<file path="src/rtl/lsu_mem_ctrl.sv">
// lsu_mem_ctrl: load/store unit sitting after the core ALU.
// Takes the ALU result as the effective address and runs one req/ack
// transaction on the data-memory bus. It generates byte enables and
// replicated store data. Load data is extracted with sign or zero extension.
// The core is stalled until the access completes, faults or times out.
//
// Ports:
//   clk, rst        - rising-edge clock, synchronous active-high reset
//   lsu_req/we/size - core access request, direction and size code
//   lsu_addr        - effective address
//   lsu_data_in     - store data
//   lsu_data_out    - registered load result
//   lsu_stall       - hold PC and all lsu_* inputs while high
//   lsu_fault       - one-cycle pulse: misaligned, illegal size or timeout
//   mem_req/we/be   - registered bus request, write enable, byte enables
//   mem_addr/wdata  - word address and replicated store data
//   mem_rdata/ack   - read data, qualified by the completion strobe
module lsu_mem_ctrl #(
  parameter int TIMEOUT = 255,
  parameter int CNT_W   = 8
) (
  input  logic        clk,
  input  logic        rst,
  input  logic        lsu_req,
  input  logic        lsu_we,
  input  logic [2:0]  lsu_size,
  input  logic [31:0] lsu_addr,
  input  logic [31:0] lsu_data_in,
  output logic [31:0] lsu_data_out,
  output logic        lsu_stall,
  output logic        lsu_fault,
  output logic        mem_req,
  output logic        mem_we,
  output logic [3:0]  mem_be,
  output logic [31:0] mem_addr,
  output logic [31:0] mem_wdata,
  input  logic [31:0] mem_rdata,
  input  logic        mem_ack
);

  typedef enum logic [1:0] {
    IDLE = 2'd0,
    WAIT = 2'd1,
    DONE = 2'd2
  } state_t;

  // Counter value of the last WAIT cycle that may still see an ack.
  localparam logic [CNT_W-1:0] CNT_LAST = CNT_W'(TIMEOUT - 1);
  localparam logic             TO_EN    = (TIMEOUT != 0);

  state_t            state_q;
  logic [CNT_W-1:0]  cnt_q;
  logic [2:0]        size_q;
  logic [1:0]        off_q;
  logic [31:0]       data_q;
  logic              fault_q;
  logic              req_q;
  logic              we_q;
  logic [3:0]        be_q;
  logic [31:0]       addr_q;
  logic [31:0]       wdata_q;

  logic              legal_d;
  logic [3:0]        be_d;
  logic [31:0]       wdata_d;
  logic [31:0]       ext_d;

  function automatic logic is_legal(input logic we, input logic [2:0] size,
                                    input logic [1:0] off);
    logic ok;
    ok = 1'b0;
    case (size)
      3'd0:    ok = 1'b1;
      3'd1:    ok = ~off[0];
      3'd2:    ok = (off == 2'b00);
      3'd4:    ok = ~we;
      3'd5:    ok = ~we & ~off[0];
      default: ok = 1'b0;
    endcase
    return ok;
  endfunction

  function automatic logic [3:0] byte_en(input logic [2:0] size, input logic [1:0] off);
    logic [3:0] be;
    be = 4'b0000;
    case (size)
      3'd0, 3'd4: be = 4'b0001 << off;
      3'd1, 3'd5: be = off[1] ? 4'b1100 : 4'b0011;
      3'd2:       be = 4'b1111;
      default:    be = 4'b0000;
    endcase
    return be;
  endfunction

  function automatic logic [31:0] store_data(input logic [2:0] size, input logic [31:0] d);
    logic [31:0] w;
    w = d;
    case (size)
      3'd0:    w = {4{d[7:0]}};
      3'd1:    w = {2{d[15:0]}};
      default: w = d;
    endcase
    return w;
  endfunction

  function automatic logic [31:0] load_data(input logic [2:0] size, input logic [1:0] off,
                                            input logic [31:0] rd);
    logic [31:0] sh;
    logic [7:0]  b;
    logic [15:0] h;
    logic [31:0] r;
    sh = rd >> {off, 3'b000};
    b  = sh[7:0];
    h  = off[1] ? rd[31:16] : rd[15:0];
    r  = rd;
    case (size)
      3'd0:    r = {{24{b[7]}}, b};
      3'd1:    r = {{16{h[15]}}, h};
      3'd4:    r = {24'h000000, b};
      3'd5:    r = {16'h0000, h};
      default: r = rd;
    endcase
    return r;
  endfunction

  assign legal_d = is_legal(lsu_we, lsu_size, lsu_addr[1:0]);
  assign be_d    = byte_en(lsu_size, lsu_addr[1:0]);
  assign wdata_d = store_data(lsu_size, lsu_data_in);
  // Extraction uses the offset/size captured at request time, not the live address.
  assign ext_d   = load_data(size_q, off_q, mem_rdata);

  // Access sequencer: IDLE -> (WAIT) -> DONE -> IDLE, all bus outputs registered.
  always_ff @(posedge clk) begin
    if (rst) begin
      state_q <= IDLE;
      cnt_q   <= {CNT_W{1'b0}};
      size_q  <= 3'd0;
      off_q   <= 2'd0;
      data_q  <= 32'h0000_0000;
      fault_q <= 1'b0;
      req_q   <= 1'b0;
      we_q    <= 1'b0;
      be_q    <= 4'b0000;
      addr_q  <= 32'h0000_0000;
      wdata_q <= 32'h0000_0000;
    end else begin
      fault_q <= 1'b0;
      case (state_q)
        IDLE: begin
          cnt_q <= {CNT_W{1'b0}};
          if (lsu_req) begin
            if (legal_d) begin
              req_q   <= 1'b1;
              we_q    <= lsu_we;
              be_q    <= be_d;
              addr_q  <= {lsu_addr[31:2], 2'b00};
              wdata_q <= wdata_d;
              size_q  <= lsu_size;
              off_q   <= lsu_addr[1:0];
              state_q <= WAIT;
            end else begin
              // Illegal access: fault without touching the bus.
              fault_q <= 1'b1;
              state_q <= DONE;
            end
          end
        end
        WAIT: begin
          cnt_q <= cnt_q + CNT_W'(1);
          if (mem_ack) begin
            // Ack wins over a timeout landing in the same cycle.
            req_q   <= 1'b0;
            be_q    <= 4'b0000;
            if (!we_q) begin
              data_q <= ext_d;
            end
            state_q <= DONE;
          end else if (TO_EN && (cnt_q == CNT_LAST)) begin
            req_q   <= 1'b0;
            be_q    <= 4'b0000;
            fault_q <= 1'b1;
            state_q <= DONE;
          end
        end
        DONE: begin
          cnt_q   <= {CNT_W{1'b0}};
          state_q <= IDLE;
        end
        default: begin
          cnt_q   <= {CNT_W{1'b0}};
          req_q   <= 1'b0;
          be_q    <= 4'b0000;
          state_q <= IDLE;
        end
      endcase
    end
  end

  // Stall releases only in DONE so the core sees the result/fault that cycle.
  assign lsu_stall    = lsu_req & (state_q != DONE);
  assign lsu_data_out = data_q;
  assign lsu_fault    = fault_q;
  assign mem_req      = req_q;
  assign mem_we       = we_q;
  assign mem_be       = be_q;
  assign mem_addr     = addr_q;
  assign mem_wdata    = wdata_q;

endmodule

</file>
<file path="config.mk">
export PLATFORM = sky130hd
export DESIGN_NAME = lsu_mem_ctrl
export DESIGN_NICKNAME = d
export VERILOG_FILES = /design/src/rtl/lsu_mem_ctrl.sv
export SDC_FILE = /design/constraint.sdc
export NUM_CORES = 1
export LEC_CHECK = 0
export ABC_AREA = 1
export BUFFER_PORTS_ARGS = -buffer_cell sky130_fd_sc_hd__clkbuf_2
export CORE_ASPECT_RATIO = 0.7
export CORE_MARGIN = 2
export CORE_UTILIZATION = 49
export DETAILED_ROUTE_END_ITERATION = 8
export PLACE_DENSITY = 0.8
export SLEW_MARGIN = 15
export SYNTH_ARGS = -nofsm -noshare
export SYNTH_HDL_FRONTEND = slang
export SYNTH_SLANG_ARGS = --single-unit
</file>
<file path="constraint.sdc">
create_clock -name clk -period 1.8 [get_ports clk]
set_input_delay 0.36 -clock clk [delete_from_list [all_inputs] [get_ports clk]]
set_output_delay 0.36 -clock clk [all_outputs]
set_load 0.02 [all_outputs]
</file>
### Word level (Yosys, flattened, before mapping)

Index checks and enable logic that the tools add are counted.

* logic and storage cells: 72
* output and inout port bits: 104
* input port bits: 104
* register bits after elaboration: 116

* add/sub/neg operators: 1
* equality and inequality tests: 14
* bitwise operators: 7
* shift-type cells: 2
* reductions and logical operators: 11
* multiplexer cells: 26

Operators with widths (number)
* case mux 32 bit (4 select lines): 1
* case mux 32 bit (2 select lines): 1
* >> shifter 32 x 5 -> 8 bit: 1
* case mux 4 bit (3 select lines): 2
* two-way mux 4 bit: 5
* two-way mux 16 bit: 1
* equality test 3 bit, second input constant: 4
* adder 8 x 1 -> 8 bit, second input constant: 1
* equality test 8 bit, second input constant: 1
* two-way mux 1 bit: 8
* two-way mux 2 bit: 4
* equality test 3 x 1 -> 1 bit, second input constant: 2
* zero test 3 bit: 2
* != test 2 bit, second input constant: 3
* AND reduction 3 bit: 2
* OR reduction 2 bit: 3
* NOT 1 bit: 5
* case mux 1 bit (5 select lines): 1
* zero test 2 bit: 2
* case mux 2 bit (2 select lines): 1
* AND reduction 4 bit: 1
* << shifter 1 x 2 -> 4 bit, first input constant: 1
* equality test 3 x 2 -> 1 bit, second input constant: 1
* != test 3 bit, second input constant: 1
* 6 further kinds: 7

### Longest topological paths before layout

Gate-level depths: netlist of the first run.

* depth after elaboration: 6
* gate-level depth with buffers: 11

### Worst setup path after synthesis of the first run

No wires, ideal clock.

* path type: input-to-reg
* start: input lsu_size[0]
* end: register wdata_q[24], in the netlist mem_wdata[24]
* required time: 1.683 ns
* slack: 0.333 ns
* stages on the path: 9
* buffers on the path: 3
* library setup time: 0.117 ns
* arrival: 1.350 ns
* path through: buf_2 -> nand2_1 -> nand3_1 -> nand2_1 -> nand3_2 -> buf_6 -> buf_2 -> nor3b_1 -> nor2_1

* longest elaborated chain between the ends: 3

Ends and longest elaborated chain
* start, declared: line 26 `input logic [2:0] lsu_size,`
* equality test 3 bit (tied with other cells): line 72 `case (size)`
* case mux 1 bit (5 select lines): line 72
* AND reduction 3 bit (no source line)
* end signal, assigned: line 157 `wdata_q <= wdata_d;`
* end, declared: line 61 `logic [31:0] wdata_q;`

Several ways; a longest one is shown, not always the timed one.
A chain may end at the register's enable or synchronous reset.

### Worst setup path after layout of the first run

* start: register state_q[0]
* end: output lsu_stall

* longest elaborated chain between the ends: 2

Ends and longest elaborated chain
* start, declared: line 51 `state_t state_q;`
* start signal, assigned: line 135 `state_q <= IDLE;`
* start signal, assigned: line 160 `state_q <= WAIT;`
* start signal, assigned: line 164 `state_q <= DONE;`
* != test 2 bit: line 200 `assign lsu_stall = lsu_req & (state_q != DONE);`
* AND 1 bit: line 200
* end, declared: line 30 `output logic lsu_stall,`

Every way passes these cells.

==> key figures, run 1 <==
Status
  • Status: finished, final reports clean

Timing
  • Setup Skew: 9.38 ps
  • Final TNS setup: 0 ps
  • Setup Viol. Count Final: 0
  • Fmax: 625 MHz
  • Hold WS: 223 ps
  • Tmin final: 1600 ps
  • Worst Setup Slack, final: 199 ps
  • Final hold vios: 0
  • Slew Limit Fails: 0
  • RSZ-0062 raised after global routing: false
  • Tcrit/Tclk final: 0.889

Run
  • Max_cap viols: 0

Min path
  • Worst Hold Class: in -> reg
  • Hold path cells: 3

Placed design
  • IO buf count: 205
  • DP Area: 6710 µm²
  • Pre-CTS setup slack: 80.2 ps
  • Routability Congestion: 0.873
  • Placed instance count: 1,138
  • Dpl hpwl: 11,100 µm

Power and ir drop
  • Total power: 7.32 mW
  • P_leak: 3.62 nW
  • Pwr dens: 1000 nW/µm²
  • Worst VDD drop: 0.000626 V

CTS
  • CTS Buf Count: 17
  • CTS H-tree lvls: 4
  • Clock transition at path regs: 60 ps
  • CTS tree: yes
  • Deepest clock path buffer count: 2
  • Clock Latency Late Sink: 410 ps
  • Post-CTS Setup Inserts: 0
  • Clk root buf: clkbuf_16
  • CTS sink count: 116

Critical path
  • Worst r2r src: off_q[1]
  • Critical Setup Path Class: reg -> out
  • Crit path to: lsu_stall
  • R2r setup slk: 280 ps
  • CP Launch Point: state_q[0]
  • Crit end category: output pin
  • Crit-path max FO: 4
  • CP max stage delay: 400 ps
  • FF-to-FF End: lsu_data_out[31]
  • Worst-path cell chain: inv_1 > a21oi_1 > clkbuf_2
  • Reg2Reg Depth: 7
  • CP Launch Type: flop
  • Crit-path slowest cell: dfxtp_1
  • Crit path DAT: 1240 ps
  • Critical path required time: 1440 ps

Floorplan
  • I/O Pins: 208
  • Row count: 32
  • Core ar.: 11,000 µm²
  • Initial core utilization: 0.500
  • Die Y: 92.5 µm
  • Die W: 130 µm
  • Die Area: 12,100 µm²

Synth
  • Post-synthesis cell count: 805
  • Yosys warning count: 0
  • Sequential fraction of the synthesis area: 0.423
  • EDFF count, synth: 0
  • Top FF cell, synth: dfxtp_1
  • Yosys cell types: 34
  • Ys async rst share: 0
  • Mapped Avg Cell Area: 6.82 µm²
  • FF+latch count, synth: 116
  • Area of the mapped netlist: 5490 µm²

Cells and area
  • FILL cells: 959
  • P&R area growth vs syn: 33.0%
  • Highest-count cells in the layout ignoring fill and taps: clkbuf_2, nand2_1, inv_1, dfxtp_1, o21ai_0
  • Fraction of layout cells with a size suffix above 1: 0.275
  • Cell area after layout: 7300 µm²
  • Final #Nets: 1,110
  • Most common cell after layout, fill and taps aside: clkbuf_2
  • Finished Layout Cells: 1,170
  • ANT cells: 0
  • Final core area utilization: 0.665

Route
  • Antenna Nets Post-Route: 0
  • Vias per cell: 4.91
  • Drt first pass iters: 5
  • Initial DRC Count: 342
  • Vias: 5,745
  • DRC viols: 0
  • DRT Wirelength: 15,200 µm
  • Drt wl/cell: 13.0 µm

GRT
  • Wire length of the first global-routing pass: 24,400 µm
  • Largest net degree at the start of global routing: 79
  • Antenna violations before repair: 0
  • Number of global-route vias before repair: 5,200
  • Total grt overflow: 0
  • GRT Resource Usage Total: 0.255
==> flip-flops by register name (all words and copies together), names as in the netlist <==
signal	count
cnt_q	8
lsu_data_out	32
lsu_fault	1
mem_addr	30
mem_be	4
mem_req	1
mem_wdata	32
mem_we	1
off_q	2
size_q	3
state_q	2
==> cell families after synthesis <==
| logic type | Yosys count | share of synthesized area |
|---|---|---|
| adders and majority gates | 2 | 0.00456 |
| AOI/OAI and AO/OA | 240 | 0.231 |
| buffers and inverters | 175 | 0.130 |
| DFF | 116 | 0.423 |
| xor gates and xnor gates | 2 | 0.00319 |
| and+or+nand+nor | 269 | 0.208 |
| other | 1 | 0.000683 |
==> worst min path at each step <==
stage | from | endpoint
after floorplan | cnt_q[0] | cnt_q[0]
after global placement | mem_wdata[0] | mem_wdata[0]
after detailed placement | mem_wdata[6] | mem_wdata[6]
after CTS | lsu_addr[16] | mem_addr[16]
after global routing | lsu_addr[23] | mem_addr[23]
final | lsu_addr[8] | mem_addr[8]
==> per-layer routing <==
metal,global-route usage,part of all wire,vias to the layer above
li1,-,-,2964
met4,0.0887,0.020,0
met3,0.0676,0.084,24
met5,0,0,-
met1,0.335,0.44,2538
met2,0.406,0.45,219
==> worst max-delay path, delay by kind of cell, from the launching register on <==
kind,cells,cell delay (ps)
AOI/OAI and AO/OA,1,150
buffers and inverters,2,270
DFF,1,400
==> cell usage after synthesis, types with 3 or more instances <==
| library cell | count | area [µm²] |
|---|---|---|
| nand2_1 | 128 | 480 |
| inv_1 | 123 | 462 |
| dfxtp_1 | 116 | 2320 |
| o21ai_0 | 113 | 566 |
| a21oi_1 | 94 | 470 |
| nor2_1 | 90 | 338 |
| clkbuf_1 | 28 | 105 |
| nand3_1 | 16 | 80.1 |
| buf_2 | 13 | 65.1 |
| o21a_1 | 10 | 75.1 |
| nor3_1 | 8 | 40.0 |
| nor3b_1 | 8 | 60.1 |
| a21o_1 | 7 | 52.6 |
| or2_2 | 7 | 43.8 |
| o22ai_1 | 6 | 37.5 |
| buf_6 | 4 | 45.0 |
| inv_2 | 4 | 15.0 |
| nand3_2 | 3 | 30.0 |
| nand4_1 | 3 | 18.8 |
| o211ai_1 | 3 | 22.5 |
| o21ai_1 | 3 | 15.0 |
==> layout make-up <==
type	count	area, µm²	share of cell area
inverter	127	477	0.0653
multi-input combinational	515	2470	0.338
timing repair buffer	227	1250	0.172
clock inverter	15	160	0.0219
clock buffer	17	425	0.0583
sequential	116	2320	0.318
tap	153	191	0.0262
==> where the power goes <==
part | leakage, nW | switching (mW) | internal [mW] | total, mW
clock | 0.271 | 1.25 | 2.04 | 3.29
sequential | 0.946 | 0.0825 | 2.72 | 2.80
combinational | 2.41 | 0.782 | 0.440 | 1.22
==> what timing repair did <==
item | CTS | global route
hold buffers | 0 | 0
setup endpoints to repair | 0 | 3
gates resized for setup | 0 | 1
Power figures use the tool's default switching activity.
==> inputs of run 2 (changes only) <==
--- a/config.mk
+++ b/config.mk
@@ -10,7 +10,7 @@
 export CORE_ASPECT_RATIO = 0.7
 export CORE_MARGIN = 2
-export CORE_UTILIZATION = 49
+export CORE_UTILIZATION = 40
 export DETAILED_ROUTE_END_ITERATION = 8
-export PLACE_DENSITY = 0.8
+export PLACE_DENSITY = 0.67
 export SLEW_MARGIN = 15
 export SYNTH_ARGS = -nofsm -noshare
==> constraint.sdc (replaced) <==
create_clock -name clk -period 1.8 [get_ports clk]
set_input_delay 0.36 -clock clk [delete_from_list [all_inputs] [get_ports clk]]
set_output_delay 0.36 -clock clk [all_outputs]
set_load 0.005 [all_outputs]
==> run 2 against run 1 <==
Net effect:
- global-route usage is 4.6 points lower
- critical path type is now reg -> reg
- total power is 0.65% lower
- final area is 0.46% higher
- die area is 22% higher
- routed wire length is 1.8% higher
- highest routed layer is now met5
- final cell count is 2.8% higher
- combinational power is 14% lower
==> key figures, run 2 (same netlist as run 1, synthesis figures left out) <==
Status
  • Status: finished, final reports clean

CTS
  • CTS H-tree lvls: 4 (unchanged)
  • # hold bufs at CTS: 0 (unchanged)
  • CTS Buf Count: 17 (unchanged)
  • Clk root buf: clkbuf_16
  • Deepest clock path buffer count: 2 (unchanged)
  • Clock Latency Late Sink: 400 ps (about the same)
  • CTS tree: yes
  • CTS sink count: 116 (unchanged)
  • Post-CTS Setup Inserts: 0 (unchanged)
  • Clock transition at path regs: 60 ps (about the same)
  • Post-cts gate resize count: 0 (unchanged)

GRT
  • Number of global-route vias before repair: 4,967 (-4.5%)
  • Total grt overflow: 0 (unchanged)
  • Largest net degree at the start of global routing: 83 (+5.1%)
  • GRT Resource Usage Total: 0.209 (-0.0465)
  • Wire length of the first global-routing pass: 24,200 µm (-1.2%)
  • Antenna violations before repair: 2 (+2)

Route
  • DRC viols: 0 (unchanged)
  • Vias: 5,682 (-1.1%)
  • Drt first pass iters: 6 (+1)
  • Vias per cell: 4.72 (-3.8%)
  • Drt wl/cell: 12.9 µm (-1.0%)
  • DRT Wirelength: 15,500 µm (+1.8%)
  • Antenna Nets Post-Route: 0 (unchanged)
  • Initial DRC Count: 280 (-18%)

Critical path
  • Worst-path cell chain: inv_1 > ha_1 > nand2_1 > nor2_1 > nand2_1 > nand2_1 > nand2_1 > nor2_2 > nand2_1 > nand2_1 > nor2_1
  • Crit-path max FO: 6 (+2)
  • Critical Setup Path Class: reg -> reg
  • CP max stage delay: 330 ps (-70 ps)
  • Crit end category: flop
  • R2r setup slk: 290 ps (about the same)
  • Critical path required time: 2100 ps (+660 ps)
  • Reg2Reg Depth: 11 (+4)
  • Crit path max-delay family: simple AND/OR/NAND/NOR gates
  • Crit-path slowest cell: dfxtp_1
  • Most common cell on crit path: nand2_1
  • Crit path DAT: 1810 ps (+570 ps)
  • CP Launch Type: flop
  • WP depth: 11 (+8)
  • Worst r2r src: cnt_q[0]
  • FF-to-FF End: mem_be[0]
  • WP buf/inv: 1 (-1)

Placed design
  • Dpl hpwl: 11,600 µm (+5.4%)
  • DP Area: 6720 µm² (+0.22%)
  • Routability Congestion: 0.873 (about the same)
  • IO buf count: 205 (unchanged)

Timing
  • Tcrit/Tclk final: 0.840 (-0.0490)
  • Fmax: 661 MHz (+5.8%)
  • Hold WS: 232 ps (+9.05 ps)
  • Final hold vios: 0 (unchanged)
  • Setup Skew: 8.17 ps (-1.21 ps)
  • Setup Viol. Count Final: 0 (unchanged)
  • Tmin final: 1510 ps (-88.3 ps)
  • Final TNS setup: 0 ps (unchanged)
  • RSZ-0062 raised after global routing: false
  • Slew Limit Fails: 0 (unchanged)

Power and ir drop
  • Total power: 7.27 mW (-0.65%)
  • Worst VDD drop: 0.000704 V (+13%)
  • P_leak: 3.62 nW (about the same)
  • Pwr dens: 991 nW/µm² (-1.1%)

Run
  • Max_cap viols: 0 (unchanged)

Cells and area
  • P&R area growth vs syn: 33.6%
  • Highest-count cells in the layout ignoring fill and taps: clkbuf_2, nand2_1, inv_1, dfxtp_1, o21ai_0
  • Most common cell after layout, fill and taps aside: clkbuf_2
  • Final #Nets: 1,110 (unchanged)
  • Final core area utilization: 0.552 (-0.113)
  • Fraction of layout cells with a size suffix above 1: 0.274 (-0.000983)
  • Cell area after layout: 7330 µm² (+0.46%)

Floorplan
  • Die Y: 102 µm (+10%)
  • Row count: 35 (+9.4%)
  • Die W: 144 µm (+10%)
  • Die Area: 14,700 µm² (+22%)
  • Initial core utilization: 0.414 (-0.0866)
  • Core ar.: 13,300 µm² (+21%)
  • I/O Pins: 208 (unchanged)

Min path
  • Hold Crit Start: lsu_addr[29]
  • Worst Hold Class: in -> reg
  • Hold path cells: 3 (unchanged)
  • Hold Path Sink: mem_addr[29]
-- run 2: cell type report --
class / count / area, µm²
antenna: 1 / 2.50
clock buffer: 19 / 443
clock inverter: 13 / 159
fill: 1289 / 5940
inverter: 127 / 477
multi-input combinational: 515 / 2470
sequential: 116 / 2320
tap: 185 / 231
timing repair buffer: 227 / 1230
-- run 2: worst max path at each step --
stage | from | end
after floorplan | lsu_size[0] | mem_wdata[24]
final | cnt_q[0] | mem_be[0]
after global routing | cnt_q[0] | mem_be[2]
after detailed placement | lsu_addr[0] | mem_addr[9]
after CTS | cnt_q[0] | mem_be[0]
after global placement | lsu_size[1] | mem_addr[23]
-- run 2: worst min-delay path: stages --
cell and delay, ps:
clkbuf_2 70, o21ai_0 70, a21oi_1 100
-- run 2: stage by stage --
| step | setup slack [ps] | cells |
|---|---|---|
| 6_report | 287 | 1203 |
| 5_1_grt | 54.5 | 1202 |
| 2_1_floorplan | 333 | 806 |
| 3_3_place_gp | 201 | 1170 |
| 3_5_place_dp | 163 | 1170 |
| 4_1_cts | 180 | 1202 |
-- run 2: where the power goes --
group	switching [mW]	internal, mW
registers	0.0885	2.72
clock network	1.20	2.20
logic	0.616	0.436
total	1.91	5.36
-- run 2: per-layer routing --
| metal | share of wire | wire length (µm) | global-route usage | vias up |
|---|---|---|---|---|
| met1 | 0.49 | 7620 | 0.301 | 2511 |
| met4 | 0.013 | 195 | 0.0611 | 2 |
| met2 | 0.42 | 6460 | 0.300 | 194 |
| met3 | 0.078 | 1220 | 0.0647 | 15 |
| met5 | 0.00084 | 13 | 0 | - |
| li1 | - | - | - | 2960 |
